===== src/rtl/fifo_pkg.sv =====
// Shared constants and types for the parameterised synchronous FIFO.
// Imported by fifo_mem and param_sync_fifo.
package fifo_pkg;

  localparam int DEFAULT_WIDTH = 8;
  localparam int DEFAULT_DEPTH = 16;

  // Error-status pair, registered together so both pulses share timing.
  typedef struct packed {
    logic overflow;
    logic underflow;
  } fifo_err_t;

  // Pointer and count width: one extra bit to tell full from empty.
  function automatic int ptr_width(input int depth);
    return $clog2(depth) + 1;
  endfunction

endpackage


===== src/rtl/fifo_mem.sv =====
// DEPTH x WIDTH FIFO storage: one synchronous write port, one asynchronous read port, no reset.
// The asynchronous read port lets the top present the head entry with zero latency.
module fifo_mem
  import fifo_pkg::*;
#(
  parameter int WIDTH = DEFAULT_WIDTH,
  parameter int DEPTH = DEFAULT_DEPTH
) (
  input  logic                     clk,
  input  logic                     wr_en,
  input  logic [$clog2(DEPTH)-1:0] wr_addr,
  input  logic [WIDTH-1:0]         wr_data,
  input  logic [$clog2(DEPTH)-1:0] rd_addr,
  output logic [WIDTH-1:0]         rd_data
);

  logic [WIDTH-1:0] mem [DEPTH];

  always_ff @(posedge clk) begin
    if (wr_en) begin
      mem[wr_addr] <= wr_data;
    end
  end

  assign rd_data = mem[rd_addr];

endmodule


===== src/rtl/param_sync_fifo.sv =====
// Parameterised synchronous FIFO with registered occupancy/threshold flags and error pulses.
// Define FIFO_FWFT_EN for first-word-fall-through output; otherwise the read data is registered.
module param_sync_fifo
  import fifo_pkg::*;
#(
  parameter int WIDTH     = DEFAULT_WIDTH,
  parameter int DEPTH     = DEFAULT_DEPTH,
  parameter int AF_THRESH = DEPTH - 2,
  parameter int AE_THRESH = 2
) (
  input  logic                   clk,
  input  logic                   rst,
  input  logic                   w_en,
  input  logic                   r_en,
  input  logic [WIDTH-1:0]       din,
  output logic [WIDTH-1:0]       dataout,
  output logic                   full,
  output logic                   empty,
  output logic                   almost_full,
  output logic                   almost_empty,
  output logic [$clog2(DEPTH):0] count,
  output logic                   overflow,
  output logic                   underflow
);

  localparam int AW = $clog2(DEPTH);
  localparam int PW = ptr_width(DEPTH);

  localparam logic [PW-1:0] ONE_LVL  = PW'(1);
  localparam logic [PW-1:0] FULL_LVL = PW'(DEPTH);
  localparam logic [PW-1:0] AF_LVL   = PW'(AF_THRESH);
  localparam logic [PW-1:0] AE_LVL   = PW'(AE_THRESH);

  logic [PW-1:0]    wr_ptr_reg;
  logic [PW-1:0]    rd_ptr_reg;
  logic [PW-1:0]    count_reg;
  logic [PW-1:0]    count_next;
  logic             full_reg;
  logic             empty_reg;
  logic             almost_full_reg;
  logic             almost_empty_reg;
  fifo_err_t        err_reg;
  logic             rd_acc;
  logic             wr_acc;
  logic [WIDTH-1:0] rd_data;

  // A read frees a slot in the same cycle, so a write at full still lands.
  assign rd_acc = r_en && !empty_reg;
  assign wr_acc = w_en && (!full_reg || rd_acc);

  always_comb begin
    count_next = count_reg;
    if (wr_acc && !rd_acc) begin
      count_next = count_reg + ONE_LVL;
    end else if (rd_acc && !wr_acc) begin
      count_next = count_reg - ONE_LVL;
    end
  end

  always_ff @(posedge clk or negedge rst) begin
    if (!rst) begin
      wr_ptr_reg       <= '0;
      rd_ptr_reg       <= '0;
      count_reg        <= '0;
      full_reg         <= 1'b0;
      empty_reg        <= 1'b1;
      almost_full_reg  <= 1'b0;
      almost_empty_reg <= 1'b1;
      err_reg          <= '0;
    end else begin
      if (wr_acc) begin
        wr_ptr_reg <= wr_ptr_reg + ONE_LVL;
      end
      if (rd_acc) begin
        rd_ptr_reg <= rd_ptr_reg + ONE_LVL;
      end
      count_reg <= count_next;
      // Flags derive from the next count so they line up with count every cycle.
      full_reg         <= (count_next == FULL_LVL);
      empty_reg        <= (count_next == '0);
      almost_full_reg  <= (count_next >= AF_LVL);
      almost_empty_reg <= (count_next <= AE_LVL);
      err_reg.overflow  <= w_en && !wr_acc;
      err_reg.underflow <= r_en && !rd_acc;
    end
  end

  fifo_mem #(
    .WIDTH (WIDTH),
    .DEPTH (DEPTH)
  ) u_mem (
    .clk     (clk),
    .wr_en   (wr_acc),
    .wr_addr (wr_ptr_reg[AW-1:0]),
    .wr_data (din),
    .rd_addr (rd_ptr_reg[AW-1:0]),
    .rd_data (rd_data)
  );

`ifdef FIFO_FWFT_EN
  // Head entry falls through; forced to zero while empty so reset shows 0.
  assign dataout = empty_reg ? '0 : rd_data;
`else
  logic [WIDTH-1:0] dataout_reg;

  always_ff @(posedge clk or negedge rst) begin
    if (!rst) begin
      dataout_reg <= '0;
    end else if (rd_acc) begin
      dataout_reg <= rd_data;
    end
  end

  assign dataout = dataout_reg;
`endif

  assign full         = full_reg;
  assign empty        = empty_reg;
  assign almost_full  = almost_full_reg;
  assign almost_empty = almost_empty_reg;
  assign count        = count_reg;
  assign overflow     = err_reg.overflow;
  assign underflow    = err_reg.underflow;

endmodule

===== config.mk =====
export PLATFORM = sky130hd
export DESIGN_NAME = param_sync_fifo
export DESIGN_NICKNAME = d
export VERILOG_FILES = /design/src/rtl/fifo_pkg.sv /design/src/rtl/fifo_mem.sv /design/src/rtl/param_sync_fifo.sv
export SDC_FILE = /design/constraint.sdc
export NUM_CORES = 1
export LEC_CHECK = 0
export CAP_MARGIN = 5
export CORE_ASPECT_RATIO = 1.2
export CORE_MARGIN = 2
export CORE_UTILIZATION = 35
export CTS_CLUSTER_SIZE = 16
export DETAILED_ROUTE_END_ITERATION = 7
export PLACE_DENSITY_LB_ADDON = 0.2
export SLEW_MARGIN = 15
export SYNTH_ARGS = -nofsm -noshare
export SYNTH_HDL_FRONTEND = slang
export SYNTH_SLANG_ARGS = --single-unit
export TNS_END_PERCENT = 50

===== constraint.sdc =====
create_clock -name clk -period 2.4 [get_ports clk]
set_input_delay 0.48 -clock clk [delete_from_list [all_inputs] [get_ports clk]]
set_output_delay 0.48 -clock clk [all_outputs]
set_load 0.05 [all_outputs]

Word-level counts from Yosys, hierarchy flattened
Memories as Yosys holds them, arrays and structs flattened. A register that Yosys moved wholly into a read port is not among the register bits.
Cells that the tools add are included.
{ "classes": {"n_lt_le_gt_ge": 2, "n_reduce_logical": 13, "n_eq_ne": 1, "addsub": 4, "mux": 4} }
{ "op_table": {"columns": ["cell", "count"], "rows": [
  ["$add A5 B1 Y5 const B", 3],
  ["$mux W5", 2],
  ["$logic_and A1 B1 Y1", 6],
  ["$eq A5 B5 Y1 const B", 1],
  ["$ge A5 B4 Y1 const B", 1],
  ["$le A5 B2 Y1 const B", 1],
  ["$logic_not A1 Y1", 5],
  ["$logic_not A5 Y1", 1],
  ["$sub A5 B1 Y5 const B", 1],
  ["$mux W1", 2],
  ["$logic_or A1 B1 Y1", 1]
]} }
{ "totals": {"reg_bits": 21, "memories": 1, "mem_bits_rw": 128, "inputBits": 12} }
{ "mem_list": {"columns": ["memory", "depth", "word_bits", "rd", "rd_ports_with_merged_regs", "write_ports", "line_no", "source"], "rows": [
  ["u_mem.mem", 16, 8, 1, 1, 1, "fifo_mem.sv:17", "logic [WIDTH-1:0] mem [DEPTH];"]
]} }

Logic depth before layout (Yosys ltp)
{ "depth": {"depth_word": 9, "mapped_depth": 8} }

By module
A second synthesis with hierarchy kept.
{ "unflattened": {"hier_cells": 328, "area_unflattened_um2": 6187.2} }
{ "modules_own_cells": {"columns": ["module", "area_each_um2", "seq_area_each_um2", "cells_per_inst", "n_inst"], "rows": [
  ["fifo_mem", 4987.3, 3843.7, 221, 1],
  ["param_sync_fifo", 1199.9, 678.2, 107, 1]
]} }

Worst setup path after synthesis
No wires, ideal clock.
{ "synth_path": {"path_type": "register to register", "start": "register empty_reg (netlist: empty)", "end": "memory u_mem.mem[7][0] in the netlist's numbering, enable pin", "required_time_ns": 2.015, "arrival_time_ns": 1.987, "setup_ns": 0.385, "path_stages_with_launch": 6, "synth_period_minus_slack_ns": 2.373, "setup_slack_ns": 0.027, "cell_sequence": "dfstp_2 > nand2b_1 > clkbuf_1 > a21boi_1 > nand2_1 > nor3b_1"} }
{ "synth_via": {"elab_chain_cells": 6} }
{ "synth_rtl": {"columns": ["element", "line_no", "source"], "rows": [
  ["start, declared", "param_sync_fifo.sv:39", "logic empty_reg;"],
  ["start signal, assigned", "param_sync_fifo.sv:80", "empty_reg <= (count_next == '0);"],
  ["$logic_not A1 Y1", "param_sync_fifo.sv:48", "assign rd_acc = r_en && !empty_reg;"],
  ["$logic_and A1 B1 Y1", "param_sync_fifo.sv:48", null],
  ["$logic_or A1 B1 Y1", "param_sync_fifo.sv:49", "assign wr_acc = w_en && (!full_reg || rd_acc);"],
  ["$logic_and A1 B1 Y1", "param_sync_fifo.sv:49", null],
  ["$mux W1", "fifo_mem.sv:20", "if (wr_en) begin"],
  ["$mux W1 (not written as such)", "fifo_mem.sv:21", "mem[wr_addr] <= wr_data;"],
  ["end, declared", "fifo_mem.sv:17", null]
]} }
Every way passes these cells.

Worst setup path in the final report
{ "layout_path": {"start": "register empty_reg (netlist: empty)", "end": "output empty"} }
{ "layout_lines": {"columns": ["element", "line_no", "source"], "rows": [
  ["end, declared", "param_sync_fifo.sv:18", "output logic empty,"]
]} }
No word-level cell between the ends.

==> results.py <==
metrics = {
    "clocking": {
        "clock_path_buffers": 2,
        "holdBufCountCts": 0,
        "ctsHtreeMaxLevel": 4,
        "ctsResizeCount": 0,
        "clk-insertion-delay-late_ns": 0.42,
        "cts_buffers": 17,
        "cts_setup_buffers": 0,
        "tritoncts": "done",
        "cts.reportedPaths.clkPinSlew_ns": 0.06,
        "root_buffer": "clkbuf_16",
        "cts.sinks": 155,
    },
    "global_route": {
        "gr-total-overflow": 0,
        "grt_pass1_wl_um": 20500,
        "antenna_found_initial": 0,
        "grt_max_degree": 37,
        "track_usage_pct": 14.6,
        "grt_pass1_vias": 3534,
    },
    "synth": {
        "netlist_area_mm2": 0.00629,
        "avgSynthCellArea_um2": 18.0,
        "ys_warn_count": 0,
        "syn_nets": 369,
        "synth_cell_types": 46,
        "ys_seq_area_share_pct": 71.9,
        "netlist_instances": 350,
        "yosys_register_bits": 155,
    },
    "run": {
        "drv_cap": 0,
    },
    "power_and_ir_drop": {
        "p_per_area_mw_per_mm2": 1250,
        "finalPower_w": 0.00958,
        "vdd_drop_max_uv": 727,
        "p_leak_nw": 2.67,
    },
    "setup_path": {
        "path_cells": "clkdlybuf4s50_1",
        "critPathCaptureType": "output pin",
        "cp.buffers_inverters": 1,
        "crit_arrival_ns": 1.83,
        "required_ns": 1.92,
        "critPathSlowestCell": "clkdlybuf4s50_1",
        "start_kind": "flip-flop",
        "crit_path_max_fanout": 5,
        "r2r_slack_ns": 0.42,
        "path_class": "reg2out",
        "slowest_delay_ns": 0.82,
        "cp_top_family": "buffers and inverters",
    },
    "routing": {
        "post_drt_wl_per_cell_um": 19.6,
        "ant_nets": 0,
        "firstDrtPassIters": 4,
        "vias_per_cell": 5.12,
        "route.detailed.drc": 0,
        "num_vias": 3323,
        "drt-initial-drc-count": 248,
        "totalWireLength_um": 12700,
    },
    "sta": {
        "maxSlewHeadroom_pct": 56.8,
        "min_period_over_period_pct": 96.1,
        "drv_slew": 0,
        "timing.final.crit_period_ns": 2.31,
        "worst_pin_slew_ns": 0.645,
        "setup_viol": 0,
        "finalHoldViolations": 0,
        "finalClockSkew_ns": 0.00790,
        "rsz0062_at_grt": "no",
        "max_freq_ghz": 0.434,
    },
    "placement": {
        "placedCellCount": 617,
        "hpwl_um": 8760,
        "portBuffers": 30,
        "place_congestion": 0.762,
    },
    "floorplan": {
        "core_mm2": 0.0176,
        "die-width_um": 126,
        "dieArea_mm2": 0.0191,
        "fp.dieH_um": 151,
        "start_util_pct": 35.8,
        "fp-row-count": 53,
        "io_pins": 31,
    },
    "finish": {
        "diodes": 0,
        "largest_reg_flops": 128,
        "drive_above_1_share_pct": 25.6,
        "area_growth_pct": 22.3,
        "nets": 435,
        "fin_cells": 649,
    },
    "worst_hold_path": {
        "min_path_type": "in2async",
    },
    "run_status": {
        "status": "completed",
    },
}
-- cell type report --
class	instances	area, um2
Clock buffer	17	425
Clock inverter	15	174
Fill cell	1507	9880
Inverter	5	18.8
Multi-Input combinational cell	169	1630
Sequential cell	155	4520
Tap cell	220	275
Timing Repair Buffer	68	648
-- final timing paths --
| check | start | end | cells after the start |
|---|---|---|---|
| max | empty | empty | 1 |
| max in group asynchronous | rst | almost_empty | 2 |
| min | rst | underflow | 2 |
| max reg2reg | count[0] | empty | 6 |
| min in group clk | dataout[2] | dataout[2] | 2 |
| min reg2reg | dataout[2] | dataout[2] | 2 |
-- where the power goes --
part           leakage (nW)  total (W)  switching, W  internal [W]
registers              1.48    0.00370      0.000340       0.00336
logic                 0.915    0.00319       0.00181       0.00139
clock network         0.283    0.00269       0.00106       0.00163
total                  2.67    0.00958       0.00320       0.00638
-- metrics by stage --
step                      TNS, ns  utilization [%]  setup slack [ns]  hold WS [ns]  instance area (um2)
final                           0             43.8            0.0946         0.444                 7690
after global routing            0             43.8            0.0426         0.459                 7690
after CTS                       0             43.8            0.0537         0.434                 7690
after detailed placement    -1.25             40.4           -0.0452         0.511                 7090
after global placement      -2.41             40.4           -0.0884         0.522                 7090
after floorplan                 0                -            0.0273         0.184                 6290
-- cells by family after synthesis --
group	share of synthesized area (%)
flops	71.9
simple gates	7.24
compound gates	4.32
mux	11.3
buf+inv	2.25
xor+xnor	1.63
fa+ha+maj	1.39
-- synth_stat cells (all sizes together) --
cell type  count  area (um2)
clkbuf         5        18.8
mux4          28         631
nor4b          1        8.76
nor3           2        10.0
and4           4        35.0
and3           9        56.3
nand2b         7        43.8
or4            1        7.51
dfrtp         25         626
nor2b         14        90.1
a21oi          6        30.0
buf           16         104
nor4           7        43.8
xnor2          9        93.8
a2111oi        5        75.1
nand2         20        75.1
dfstp          2        52.6
o221ai         1        8.76
and2           4        25.0
inv            5        18.8
o311ai         1        8.76
a211oi         4        30.0
nor2           4        17.5
edfxtp       128        3840
a31oi          6        37.5
ha             7        87.6
nor3b          2        20.0
a21boi         1        7.51
nand4          2        12.5
mux2i          8        80.1
nand3          2        10.0
o22ai          4        25.0
o21ai          8        40.0
xor2           1        8.76
a31o           1        8.76
-- metal layers --
| layer | global-route usage [%] | vias up | part of all wire (%) |
|---|---|---|---|
| li1 | - | 1523 | - |
| met1 | 17.8 | 1707 | 42 |
| met2 | 25.0 | 80 | 52 |
| met3 | 4.17 | 13 | 4.3 |
| met4 | 5.16 | 0 | 1.5 |
| met5 | 0 | - | 0 |
-- cells in the final DEF, fill, tap and decap left out, types with 6 or more instances in the layout --
master / n
clkbuf_16: 17
and3_1: 9
clkdlybuf4s50_1: 30
mux4_2: 28
ha_1: 7
nand2_1: 20
xnor2_1: 7
a31oi_1: 6
a21oi_1: 6
mux2i_1: 8
dfrtp_1: 24
nor4_1: 7
edfxtp_1: 128
nand2b_1: 7
nor2b_1: 13
buf_4: 33
(Power assumes the default switching activity.)
